<file path="src/rtl/irq_grant_decoder.sv">
// Purpose : turns an accepted 3-bit request index into a registered one-hot grant and holds it until the source acks or TIMEOUT expires.
// Latency : grant appears one cycle after the accept edge; done/timeout/bad_ack are registered pulses one cycle after the deciding edge.
// Backpr. : in_ready is high only in IDLE; offers made while busy are dropped, not queued. The fastest request-to-request spacing is 3 cycles.
// Ports   : clk, rst (async, active-high) | in_valid/in_idx/in_ready request handshake | ack[7:0] per-source acknowledge
//           grant[7:0] one-hot | done/timeout/bad_ack pulses | busy (not IDLE) | grant_cnt saturating count of accepted requests
module irq_grant_decoder #(
    parameter int TIMEOUT = 16,
    parameter int CNT_W   = 8
) (
    input  logic             clk,
    input  logic             rst,
    input  logic             in_valid,
    input  logic [2:0]       in_idx,
    output logic             in_ready,
    input  logic [7:0]       ack,
    output logic [7:0]       grant,
    output logic             done,
    output logic             timeout,
    output logic             bad_ack,
    output logic             busy,
    output logic [CNT_W-1:0] grant_cnt
);

    typedef enum logic [1:0] {
        S_IDLE  = 2'd0,
        S_GRANT = 2'd1,
        S_GAP   = 2'd2
    } state_t;

    state_t           r_state;
    logic [7:0]       r_timer;
    logic [2:0]       r_idx;
    logic [7:0]       r_grant;
    logic             r_done;
    logic             r_timeout;
    logic             r_bad_ack;
    logic [CNT_W-1:0] r_cnt;

    logic [7:0]       w_mask;
    logic             w_hit;
    logic             w_other;
    logic             w_expired;

    // Compare against the captured index, never the live in_idx, so late
    // changes on the request bus cannot steer an open grant.
    assign w_mask    = 8'd1 << r_idx;
    assign w_hit     = ack[r_idx];
    assign w_other   = |(ack & ~w_mask);
    assign w_expired = (r_timer == 8'(TIMEOUT - 1));

    always_ff @(posedge clk or posedge rst) begin
        if (rst) begin
            r_state   <= S_IDLE;
            r_timer   <= 8'd0;
            r_idx     <= 3'd0;
            r_grant   <= 8'd0;
            r_done    <= 1'b0;
            r_timeout <= 1'b0;
            r_bad_ack <= 1'b0;
            r_cnt     <= '0;
        end else begin
            r_done    <= 1'b0;
            r_timeout <= 1'b0;
            r_bad_ack <= 1'b0;
            case (r_state)
                S_IDLE: begin
                    if (in_valid) begin
                        r_idx   <= in_idx;
                        r_grant <= 8'd1 << in_idx;
                        r_timer <= 8'd0;
                        r_state <= S_GRANT;
                        if (!(&r_cnt)) begin
                            r_cnt <= r_cnt + {{(CNT_W-1){1'b0}}, 1'b1};
                        end
                    end
                end
                S_GRANT: begin
                    // A stray ack only flags; it never disturbs the grant or timer.
                    r_bad_ack <= w_other;
                    // Matching ack is checked first so it wins a tie with expiry.
                    if (w_hit) begin
                        r_grant <= 8'd0;
                        r_done  <= 1'b1;
                        r_state <= S_GAP;
                    end else if (w_expired) begin
                        r_grant   <= 8'd0;
                        r_timeout <= 1'b1;
                        r_state   <= S_GAP;
                    end else begin
                        r_timer <= r_timer + 8'd1;
                    end
                end
                S_GAP: begin
                    r_state <= S_IDLE;
                end
                default: begin
                    r_grant <= 8'd0;
                    r_state <= S_IDLE;
                end
            endcase
        end
    end

    assign in_ready  = (r_state == S_IDLE);
    assign busy      = (r_state != S_IDLE);
    assign grant     = r_grant;
    assign done      = r_done;
    assign timeout   = r_timeout;
    assign bad_ack   = r_bad_ack;
    assign grant_cnt = r_cnt;

endmodule

</file>
<file path="config.mk">
export PLATFORM = sky130hd
export DESIGN_NAME = irq_grant_decoder
export DESIGN_NICKNAME = d
export VERILOG_FILES = /design/src/rtl/irq_grant_decoder.sv
export SDC_FILE = /design/constraint.sdc
export NUM_CORES = 1
export LEC_CHECK = 0
export CORE_MARGIN = 4
export CORE_UTILIZATION = 52
export CTS_BUF_LIST = sky130_fd_sc_hd__clkbuf_8
export CTS_CLUSTER_SIZE = 10
export DETAILED_ROUTE_END_ITERATION = 16
export PLACE_DENSITY = 0.81
export REMOVE_ABC_BUFFERS = 1
export SYNTH_ARGS = -nofsm -noshare
export SYNTH_HDL_FRONTEND = slang
export SYNTH_SLANG_ARGS = --single-unit
</file>
<file path="constraint.sdc">
create_clock -name clk -period 2.36 [get_ports clk]
set_input_delay 0.236 -clock clk [delete_from_list [all_inputs] [get_ports clk]]
set_output_delay 0.236 -clock clk [all_outputs]
set_load 0.05 [all_outputs]
</file>
==> results of run 1 <==
tightest hold or removal path, stage by stage:
cell             delay, ns
clkdlybuf4s50_1       0.39
inv_1                 0.05
buf_4                 0.35
power by group through the flow:
| stage | clock network [mW] | logic (mW) | registers (mW) |
|---|---|---|---|
| global placement | 0 | 1.38 | 0.940 |
| CTS | 0.436 | 1.42 | 0.950 |
| global route | 0.459 | 1.52 | 0.987 |
| finish | 0.426 | 1.42 | 0.954 |
| floorplan | 0 | 0.614 | 1.24 |
| detailed placement | 0 | 1.42 | 0.955 |
layout by cell type (no fill, tap or decap), types with 3 or more instances in the layout:
master	instances
nor3_1	6
and4_1	3
nand4_1	6
clkbuf_8	6
clkdlybuf4s50_1	34
nor2_1	5
nand3_1	5
dfrtp_1	32
a22oi_1	4
o2bb2ai_1	8
xnor2_1	5
mux2i_1	3
and3_1	4
mux2_2	4
nand2_1	10
a21oi_1	3
inv_1	5
buf_4	5
xor2_1	3
o21ai_0	7
final cells by class:
type / instances / share of cell area, %
clock inverter: 2 / 0.465
multi-input combinational: 109 / 37.5
inverter: 5 / 0.873
clock buffer: 6 / 3.84
timing repair buffer: 39 / 17.6
sequential: 32 / 37.2
tap: 44 / 2.56
cell families after synthesis:
family                   Yosys count
multiplexers                      10
AND/OR/NAND/NOR                   53
flip-flops                        32
XOR/XNOR                           8
buffers and inverters             16
adder cells (fa/ha/maj)            2
AO/OA/AOI/OAI                     36
path summary, 6_finish.rpt:
| path | cells after the start | to | start |
|---|---|---|---|
| max in group asynchronous | 3 | grant[3]$_DFFE_PP0P_ | rst |
| setup / recovery | 3 | in_ready | r_state[0]$_DFFE_PP0P_ |
| setup reg to reg | 4 | r_timer[7]$_DFFE_PP0P_ | r_idx[1]$_DFFE_PP0P_ |
| min in group clk | 1 | grant[1]$_DFFE_PP0P_ | grant[1]$_DFFE_PP0P_ |
| hold reg to reg | 1 | grant[1]$_DFFE_PP0P_ | grant[1]$_DFFE_PP0P_ |
| hold / removal | 3 | grant[7]$_DFFE_PP0P_ | rst |
state kept, by name, summed over array words and instances, names as in the netlist:
signal	count
grant	8
grant_cnt	8
r_timer	8
r_idx	3
r_state	2
bad_ack	1
done	1
timeout	1
per-stage QoR:
stage / utilization [%] / setup WS, ns / area (µm²) / std cells
CTS: 69.9 / 0.109 / 2150 / 237
finish: 69.9 / 0.114 / 2150 / 237
global route: 69.9 / 0.0300 / 2150 / 237
floorplan: - / 0.403 / 1630 / 146
global placement: 66.9 / 0.205 / 2060 / 229
detailed placement: 66.9 / 0.164 / 2060 / 229
routing by layer:
metal | global-route usage (%) | vias up
met2 | 37.2 | 59
met5 | 0 | -
li1 | - | 668
met3 | 3.99 | 4
met4 | 7.12 | 0
met1 | 24.2 | 703
==> impl_results.md, run 1 <==
- Seq cells post-synth: 32
- I/O Buffers: 34
- Power Total: 2.80 mW
- Post-Route Setup TNS: 0 ns
- CTS sink cnt: 32
- Post-Synth Adder-Cell Area: 1.49%
- Synth Area in XOR/XNOR: roughly 4.2%
- H-Tree Depth: 2
- CP top delay family: buffers and inverters
- # rows: 20
- Die height: between 60 and 70 µm
- Post CTS Setup Buffer Count: 0
- CP startpoint kind: flop
- Met1 Wirelength: between 1.5 and 2 mm
- Worst Hold Class: in2async
- Final nets: 208
- Uppermost layer routed: met4
- Most common cell in the netlist: dfrtp_1
- Clk pin slew, worst setup/hold paths: around 0.07 ns
- N_diodes: 0
- Synth top area share: between 40% and 50%
- Slowest-stage cell, CP: clkdlybuf4s50_1
- Fmax: roughly 450 MHz
- Max_slew headroom: roughly two thirds
- CORE AREA: 3080 µm²
- # setup viols final: 0
- Clock power share: ~15%
- EDFF count, synth: 0
- Area growth syn-to-layout: 28.1%
- Crit Path Category: reg2out
- Syn avg cell area: 10.7 µm²
- Clock Root Buffer: clkbuf_8
- Initial Utilization: between 50% and 60%
- Period utilization: 95.2%
- Vias per cell: around 6.1
- Layout cells sized above 1: 13.5%
- Async set or reset register ratio after synthesis: 100%
- DRC: 0
- Register Area: approximately 800 µm²
- Chip width: between 60 and 70 µm
- GPL Wtd Cong: 0.827
- Post-CTS Hold Buffers: 0
- Simple-gate area share of the yosys netlist: between 10% and 20%
- Switching power: 1.30 mW
- Leak: 0.907 nW
- Slew Viols, Final: 0
- Fillcell total: 244
- R2R Setup Slk: 0.24 ns
- P per Cell Area: 1300 nW/µm²
- Detailed-route wire length: 3.88 mm
- Placed wire-length estimate: between 2 and 3 mm
- TritonRoute pass-1 iters: 5
- Die Area: between 4000 and 5000 µm²
- Compound-Gate Fraction of Synth Area: between 10% and 20%
- Post-cts resize count: 0
- Top_reg_cell synth: dfrtp_1
- CP max FO: 12
- Crit-path cells: or2_2 > inv_1 > clkdlybuf4s50_1
- Area leader, netlist: dfrtp_1
- CP endpoint kind: primary output
- Global-route wire length before repair: between 6 and 7 mm
- Maximum VDD drop: 0.831 mV
- Slew of the pin with the lowest slew margin: ~0.51 ns
- Post-Syn Instances: 157
- Met3 wire len: ~230 µm
- Mapped cell area: ~1700 µm²
- Via count: around 1400
- Critical Path AT: 2.01 ns
- Switching part of the total: a little under half
- Final Hold Slack: 0.334 ns
- Clk buf depth: 2
- Flop pwr share: between 30% and 40%
- Largest cells by area after synthesis: dfrtp_1 (48%), o2bb2ai_1 (4.2%), mux2_2 (2.7%)
- I/O pin cnt: 35
- Worst skew pair latency: 0.28 ns
- Number of distinct library cells after synthesis: between 40 and 50
- Tmin final: between 2 and 2.5 ns
- Total of max-cap violations: 0
- Comb power frac: about half
- Synth Warn #: 0
- Tot GR Track Use: approximately a fifth
- Initial antenna violation count: 0
- Largest family of logic cells by synthesized area: simple AND/OR/NAND/NOR gates
- Seq/Total Area, Yosys: 47.7%
- Routed wire per std cell: about 16 µm
- WP data required: between 2 and 2.5 ns
- DR WL met2: a little under 2 mm
- Vias in the first global route: between 1000 and 1500
- RSZ-0062 raised after global routing: false
- Iter 0 DRT Violations: between 90 and 100
- Critical Path Max Stage Delay: between 0.7 and 0.8 ns
- Top post-synthesis cells by count: dfrtp_1 (32), nand2_1 (10), o2bb2ai_1 (8), clkbuf_1 (7), o21ai_0 (7)
- Multiplexer share of the synthesized area: 7.97%
- Status: finished clean
- Maximum number of pins on one net before global-route repair: 33
- Final Hold Fails: 0
- Int Pwr: roughly 1.5 mW
- Total CTS buffers: 5
- Post-route ant nets: 0
- Area of the multi-input gates: between 800 and 900 µm²
- GRT overflow: 0
- Crit path buffers/inverters: 2
- CTS tree: built
- Worst Skew: 0.00726 ns
(Power assumes the default switching activity.)
==> run 2, diff against run 1 <==
--- a/config.mk
+++ b/config.mk
@@ -5,10 +5,8 @@
 export SDC_FILE = /design/constraint.sdc
 export NUM_CORES = 1
 export LEC_CHECK = 0
-export CORE_MARGIN = 4
 export CORE_UTILIZATION = 52
 export CTS_BUF_LIST = sky130_fd_sc_hd__clkbuf_8
-export CTS_CLUSTER_SIZE = 10
 export DETAILED_ROUTE_END_ITERATION = 16
 export PLACE_DENSITY = 0.81
 export REMOVE_ABC_BUFFERS = 1
==> impl_results.md, run 2 (same netlist as run 1, synthesis figures left out) <==
- CTS tree: built
- CP startpoint kind: flop
- Placed wire-length estimate: around 2.6 mm
- CTS sink cnt: 32
- CP endpoint kind: primary output
- Vias per cell: 6.00
- Fillcell total: 255
- Post-CTS Hold Buffers: 0
- I/O Buffers: 34
- Met1 Use GR: ~29%
- Maximum VDD drop: ~0.76 mV
- Clk pin slew, worst setup/hold paths: 0.06 ns
- Slew of the pin with the lowest slew margin: roughly 0.51 ns
- Power Total: about 2.7 mW
- Global-route wire length before repair: approximately 6.3 mm
- Post-cts resize count: 0
- Reg2reg start: r_idx[1]$_DFFE_PP0P_
- R2R Setup Slk: about 0.27 ns
- Slew Viols, Final: 0
- Die height: around 59 µm
- Max_slew headroom: 66.2%
- Die Area: 3460 µm²
- Chip width: 58.8 µm
- # rows: 20
- I/O pin cnt: 35
- Clock Root Buffer: clkbuf_8
- Tot GR Track Use: between 20% and 30%
- Detailed-route wire length: approximately 3.7 mm
- Worst skew pair latency: 0.27 ns
- Via count: ~1400
- Post CTS Setup Buffer Count: 0
- Status: finished clean
- Register Area: 801 µm²
- Fmax: roughly 450 MHz
- Clk buf depth: 2
- Critical R2R Capture: r_timer[7]$_DFFE_PP0P_
- Initial antenna violation count: 0
- Vias in the first global route: around 1400
- GRT overflow: 0
- Met2 Resource Use GR: around 41%
- Post-route ant nets: 0
- Maximum number of pins on one net before global-route repair: 33
- Layout cells sized above 1: around 12%
- P per Cell Area: between 1000 and 1500 nW/µm²
- N_diodes: 0
- Crit Path Category: reg2out
- Final nets: between 200 and 250
- Most crowded layer after global routing: met2
- Critical Path AT: 2.01 ns
- Initial Utilization: 55.0%
- Leak: 0.892 nW
- GPL Wtd Cong: just over 0.9
- Iter 0 DRT Violations: 101
- Total of max-cap violations: 0
- Worst Hold Class: in2async
- Final Hold Fails: 0
- H-Tree Depth: 2
- Worst Skew: 0.00297 ns
- Routed wire per std cell: about 16 µm
- # setup viols final: 0
- Most common cell after layout, fill and taps aside: clkdlybuf4s50_1
- CP max FO: 12
- RSZ-0062 raised after global routing: false
- Area of the multi-input gates: between 800 and 900 µm²
- TritonRoute pass-1 iters: 4
- Area growth syn-to-layout: 26.7%
- Tmin final: 2.25 ns
- CORE AREA: ~3100 µm²
- Most frequent cells in the layout: clkdlybuf4s50_1 (34), dfrtp_1 (32), nand2_1 (10)
- M3 GR Usage: under 10%
- Period utilization: a little over nine tenths
- Total CTS buffers: 5
- WP data required: ~2.1 ns
- Register-to-Register Path Depth: 4
- Post-Route Setup TNS: 0 ns
- DRC: 0
[run 2: changes by cell type in the layout (fill, tap and decap cells not counted), sizes merged]
cell and change:
clkinv -2, clkbuf -1
[run 2: worst max path at each step]
stage | start | end | slack (ns) | depth (start not counted)
2_1_floorplan | r_idx[1]$_DFFE_PP0P_ | r_timer[7]$_DFFE_PP0P_ | 0.40 | 4
3_3_place_gp | ack[6] | r_timer[7]$_DFFE_PP0P_ | 0.20 | 5
3_5_place_dp | ack[5] | r_timer[7]$_DFFE_PP0P_ | 0.16 | 5
4_1_cts | r_state[0]$_DFFE_PP0P_ | in_ready | 0.10 | 3
5_1_grt | r_state[0]$_DFFE_PP0P_ | in_ready | 0.05 | 3
6_report | r_state[0]$_DFFE_PP0P_ | in_ready | 0.11 | 3
[run 2: report_power, final]
part / switching, mW / internal, mW / total, mW / leakage (nW)
combinational: 0.845 / 0.548 / 1.39 / 0.434
sequential: 0.236 / 0.717 / 0.953 / 0.422
clock: 0.172 / 0.189 / 0.361 / 0.0359
[run 2: layout make-up]
| cell class | count | share of cell area [%] |
|---|---|---|
| multi-input combinational | 109 | 37.9 |
| sequential | 32 | 37.6 |
| timing repair buffer | 39 | 17.8 |
| clock buffer | 5 | 3.24 |
| tap | 44 | 2.59 |
| inverter | 5 | 0.882 |
[run 2: worst max-delay path, stage by stage (launching register included)]
cell and delay, ns:
dfrtp_1 0.52, or2_2 0.37, inv_1 0.05, clkdlybuf4s50_1 0.79
[run 2: per-stage QoR]
stage	hold slack, ns	cell area, µm²	setup WS (ns)	util, %	cells
floorplan	0.352	1630	0.403	-	146
global placement	0.492	2060	0.204	67.4	229
detailed placement	0.489	2060	0.156	67.4	229
CTS	0.363	2130	0.105	69.7	234
global route	0.405	2130	0.0502	69.7	234
finish	0.352	2130	0.114	69.7	234
[run 2: metal layers]
layer / wire [µm] / vias to the layer above / part of all wire (%)
li1: - / 662 / -
met1: 1540 / 680 / 42
met2: 1830 / 54 / 50
met3: 231 / 8 / 6.3
met4: 74 / 0 / 2.0
met5: 0 / - / 0
